--- src/rtl/uart_cmd_assembler.sv ---
// Assembles fixed-length commands from a UART byte stream, MSB byte first, with an inter-byte timeout.
// Optional trailing checksum byte when CHECKSUM_EN is defined.
module uart_cmd_assembler #(
    parameter int BYTES   = 3,
    parameter int TIMEOUT = 50000
) (
    input  logic                 clk,
    input  logic                 rst_n,
    input  logic                 rx_rdy,
    input  logic [7:0]           rx_data,
    output logic                 clr_rx_rdy,
    input  logic                 clr_cmd_rdy,
    output logic [8*BYTES-1:0]   cmd,
    output logic                 cmd_rdy,
    output logic                 timeout,
    output logic                 cmd_err
);

    localparam int          W        = 8 * BYTES;
    localparam logic [15:0] TMO_LAST = 16'(TIMEOUT - 1);
    localparam logic [2:0]  LAST_CNT = 3'(BYTES - 1);

`ifdef CHECKSUM_EN
    typedef enum logic [1:0] {IDLE, COLLECT, CHECK} state_t;
`else
    typedef enum logic [1:0] {IDLE, COLLECT} state_t;
`endif

    state_t          state_q;
    logic [W-1:0]    cmd_q;
    logic [W-1:0]    cmd_d;
    logic [2:0]      byte_cnt_q;
    logic [15:0]     timer_q;
    logic [15:0]     timer_d;
    logic            cmd_rdy_q;
    logic            timeout_q;
    logic            expire;
    logic            last_payload;

    // Every state accepts a waiting byte; the handshake is gated by reset so it reads 0 while held.
    assign clr_rx_rdy   = rx_rdy & rst_n;
    assign cmd_d        = {cmd_q[W-9:0], rx_data};
    assign timer_d      = (timer_q == 16'hFFFF) ? timer_q : timer_q + 16'd1;
    assign expire       = (timer_q == TMO_LAST);
    assign last_payload = (byte_cnt_q == LAST_CNT);

`ifdef CHECKSUM_EN
    logic [7:0] sum_q;
    logic [7:0] sum_d;
    logic       cmd_err_q;

    assign sum_d   = sum_q + rx_data;
    assign cmd_err = cmd_err_q;
`else
    assign cmd_err = 1'b0;
`endif

    always_ff @(posedge clk or negedge rst_n) begin
        if (!rst_n) begin
            state_q    <= IDLE;
            cmd_q      <= '0;
            byte_cnt_q <= 3'd0;
            timer_q    <= 16'd0;
            cmd_rdy_q  <= 1'b0;
            timeout_q  <= 1'b0;
`ifdef CHECKSUM_EN
            sum_q      <= 8'd0;
            cmd_err_q  <= 1'b0;
`endif
        end else begin
            timeout_q <= 1'b0;
`ifdef CHECKSUM_EN
            cmd_err_q <= 1'b0;
`endif
            // Placed before the FSM so a completing command in the same cycle wins.
            if (clr_cmd_rdy) begin
                cmd_rdy_q <= 1'b0;
            end
            case (state_q)
                IDLE: begin
                    if (rx_rdy) begin
                        cmd_rdy_q  <= 1'b0;
                        cmd_q      <= cmd_d;
                        byte_cnt_q <= 3'd1;
                        timer_q    <= 16'd0;
`ifdef CHECKSUM_EN
                        sum_q      <= rx_data;
`endif
                        state_q    <= COLLECT;
                    end
                end
                COLLECT: begin
                    if (rx_rdy) begin
                        cmd_q      <= cmd_d;
                        byte_cnt_q <= byte_cnt_q + 3'd1;
                        timer_q    <= 16'd0;
`ifdef CHECKSUM_EN
                        sum_q      <= sum_d;
                        if (last_payload) begin
                            state_q <= CHECK;
                        end
`else
                        if (last_payload) begin
                            state_q   <= IDLE;
                            cmd_rdy_q <= 1'b1;
                        end
`endif
                    end else if (expire) begin
                        timeout_q <= 1'b1;
                        timer_q   <= 16'd0;
                        state_q   <= IDLE;
                    end else begin
                        timer_q <= timer_d;
                    end
                end
`ifdef CHECKSUM_EN
                CHECK: begin
                    if (rx_rdy) begin
                        timer_q <= 16'd0;
                        state_q <= IDLE;
                        if (sum_d == 8'hFF) begin
                            cmd_rdy_q <= 1'b1;
                        end else begin
                            cmd_err_q <= 1'b1;
                        end
                    end else if (expire) begin
                        timeout_q <= 1'b1;
                        timer_q   <= 16'd0;
                        state_q   <= IDLE;
                    end else begin
                        timer_q <= timer_d;
                    end
                end
`endif
                default: state_q <= IDLE;
            endcase
        end
    end

    assign cmd     = cmd_q;
    assign cmd_rdy = cmd_rdy_q;
    assign timeout = timeout_q;

endmodule

--- config.mk ---
export PLATFORM = sky130hd
export DESIGN_NAME = uart_cmd_assembler
export DESIGN_NICKNAME = d
export VERILOG_FILES = /design/src/rtl/uart_cmd_assembler.sv
export SDC_FILE = /design/constraint.sdc
export NUM_CORES = 1
export LEC_CHECK = 0
export BUFFER_PORTS_ARGS = -buffer_cell sky130_fd_sc_hd__buf_2
export CAP_MARGIN = 20
export CORE_MARGIN = 3
export CORE_UTILIZATION = 40
export DETAILED_ROUTE_END_ITERATION = 16
export GPL_TIMING_DRIVEN = 0
export PLACE_DENSITY = 0.7
export RECOVER_POWER = 25
export SKIP_CTS_REPAIR_TIMING = 1
export SLEW_MARGIN = 20
export SYNTH_ARGS = -nofsm -noshare
export SYNTH_HDL_FRONTEND = slang
export SYNTH_SLANG_ARGS = --single-unit
--- constraint.sdc ---
create_clock -name clk -period 4.68 [get_ports clk]
set_input_delay 0.234 -clock clk [delete_from_list [all_inputs] [get_ports clk]]
set_output_delay 0.234 -clock clk [all_outputs]
set_load 0.005 [all_outputs]
==> impl_metrics.toml <==
[hold_path]
min_to = "cmd[4]"
hp-class = "primary input to register"
worstHoldStart = "rx_data[4]"
hold_path_depth = 2

[synth]
synth-edff-count = 0
async_reset_ff_frac = 1.00
syn_area_per_cell_um2 = 12.1
ys_ff_latch = 46
synthTopCellsByArea = "dfrtp_1 (47%), mux2_2 (12%), a41oi_2 (3.3%), buf_6 (2.8%), nand4_1 (2.3%)"
ys_seq_area_frac = 0.471
yosysTopAreaCell = "dfrtp_1"
ys.flop_type = "dfrtp_1"
synth_warnings = 0
syn-instance-count = 202
syn-num-nets = 217
yosysUniqueCellTypes = 49
synth_top_area_share = 0.471
syn_area_um2 = 2440

[worst_setup_path]
cpMaxStageDelayCell = "dfrtp_1"
worst-path-buf-inv = 2
path_cells = "ha_1 -> clkbuf_8 -> and3_4 -> a41oi_4 -> buf_6 -> nand2_1 -> a31oi_1"
cp.required_ns = 4.89
rr_worst_depth = 7
crit_fanout = 10
r2r_end = "timer_q[8]"
worstSetupStartpointType = "register"
cp.arrival_ns = 2.13
worstSetupPathType = "register to register"
r2r-start = "timer_q[0]"
startpoint = "timer_q[0]"
slowest_delay_ns = 0.46
cp-end-kind = "register"
r2r_slack_ns = 2.75
path_delay_family = "compound AO/OA/AOI/OAI gates"

[drt]
route.vias.total = 1790
drt_first_pass_iters = 4
final_antenna_net_count = 0
wl_um = 5180
viasPerCell = 5.59
wl_per_cell_um = 16.2
drc = 0
drtIter0Drc = 124

[global_route]
grt-ovfl-total = 0
grt_pass1_vias = 1780
antenna_found_initial = 0
grt_pass1_wl_um = 8850
grt_usage = 0.156
grt_max_degree = 48

[final_layout]
syn_to_final_growth_pct = 16.1
nNetsFinal = 262
antenna_cells = 0
drive_gt1_frac = 0.431
fillers = 531
design_area_um2 = 2840

[sta]
rsz0062_at_grt = "false"
slew_violations = 0
setup_viol = 0
fin_worst_skew_ns = 0.0105
worst_pin_slew_ns = 0.629
slew-limit-headroom = 0.581
fin_setup_tns_ns = 0
hold_violations = 0
fin_crit_ns = 1.93
period_share = 0.412
fmax_mhz = 519

[die]
num_io_pins = 40
die_x_um = 84.2
die_h_um = 84.2
initial_utilization = 0.428
rows = 27
design.die.area_um2 = 7080
core_area_um2 = 5710

[pwr]
ir_worst_vdd_v = 0.000252
leakagePower_nw = 1.23
power_density_nw_per_um2 = 343

[placement]
portBuffers = 37
place_area_um2 = 2720
place.gp.congestion = 0.833
place_hpwl_um = 3590

[flow_run]
maxCapViolations = 0

[clock_network]
clk_pin_slew_ns = 0.09
cts_tree = "done"
clockBufferDepth = 2
htree_levels = 2
clock-sinks = 46
clock_latency_ns = 0.31
cts_buffers = 5
cts_root_buf = "clkbuf_8"

[status]
status = "completed"
==> stage by stage <==
step | hold WS [ns] | power [mW] | worst slack [ns] | util | std cells
5_1_grt | 0.143 | 1.03 | 2.60 | 0.497 | 320
2_1_floorplan | -0.0616 | 0.596 | 2.96 | - | 202
3_3_place_gp | 0.467 | 0.665 | 2.80 | 0.476 | 311
6_report | 0.151 | 0.974 | 2.75 | 0.497 | 320
3_5_place_dp | 0.468 | 0.674 | 2.78 | 0.476 | 311
4_1_cts | 0.139 | 0.987 | 2.74 | 0.497 | 319
==> flip-flops by register name, indices dropped and copies added, names as in the netlist <==
signal and cells:
cmd 24, state_q 1, timer_q 16, byte_cnt_q 3
cmd_rdy 1, timeout 1
==> worst max path at each step <==
stage / slack, ns / to / cells after the start
final: 2.75 / timer_q[8] / 7
after global routing: 2.60 / timer_q[6] / 6
after CTS: 2.74 / timer_q[8] / 7
after detailed placement: 2.78 / timer_q[8] / 7
after global placement: 2.80 / timer_q[14] / 7
after floorplan: 2.96 / timer_q[15] / 6
==> metal layers <==
layer	track usage	part of all wire
met5	0	0
met4	0.0526	0.016
met3	0.0353	0.035
met2	0.255	0.48
met1	0.206	0.46
==> cell type report <==
| class | instances | area (um^2) | share of cell area |
|---|---|---|---|
| Tap cell | 72 | 90.1 | 0.0317 |
| Clock buffer | 5 | 68.8 | 0.0243 |
| Buffer | 16 | 134 | 0.0472 |
| Multi-Input combinational cell | 134 | 1130 | 0.397 |
| Timing Repair Buffer | 38 | 198 | 0.0697 |
| Sequential cell | 46 | 1150 | 0.406 |
| Inverter | 6 | 22.5 | 0.00794 |
| Clock inverter | 3 | 47.5 | 0.0168 |
==> Yosys cell counts, types with 3 or more instances <==
cell type   n
dfrtp_1    46
mux2_2     25
nand2_1    13
a21oi_1     9
nand4_1     9
a31oi_1     8
o21ai_0     7
buf_6       6
inv_1       6
nand3_1     6
a41oi_2     5
and3_2      4
clkbuf_1    4
a21oi_2     3
and4_1      3
clkbuf_8    3
ha_1        3
nor2_1      3
nor2b_1     3
==> cells by family after synthesis <==
family,Yosys count,synth area share
AND/OR/NAND/NOR,55,0.157
AO/OA/AOI/OAI,50,0.172
flip-flops,46,0.471
multiplexers,25,0.115
buffers and inverters,22,0.0681
adder cells (fa/ha/maj),3,0.0154
other,1,0.00153
==> placed cells by master, fill, tap and decap left out, types with 2 or more instances in the layout <==
master | netlist | final
ha_1 | 3 | 3
nand4_1 | 9 | 9
and3_2 | 4 | 4
a21o_1 | 2 | 2
clkbuf_1 | 4 | 5
nor2_1 | 3 | 3
buf_4 | 2 | 3
a41o_1 | 2 | 2
inv_1 | 6 | 6
nor4_2 | 2 | 2
o21a_1 | 2 | 2
nand2_1 | 13 | 13
nor4_4 | 2 | 2
a41oi_2 | 5 | 5
dfrtp_1 | 46 | 46
nand3_1 | 6 | 6
a21oi_1 | 9 | 9
clkbuf_8 | 3 | 7
buf_2 | 1 | 37
a21oi_2 | 3 | 3
buf_6 | 6 | 6
o21ai_0 | 7 | 7
nor2b_1 | 3 | 3
mux2_2 | 25 | 25
and4_1 | 3 | 3
inv_6 | 0 | 2
a31oi_1 | 8 | 8
==> report_power, final <==
| group | total, mW | internal [mW] | switching, mW |
|---|---|---|---|
| combinational | 0.175 | 0.0905 | 0.0843 |
| clock | 0.310 | 0.163 | 0.147 |
| sequential | 0.489 | 0.447 | 0.0415 |
(Power assumes the default switching activity.)
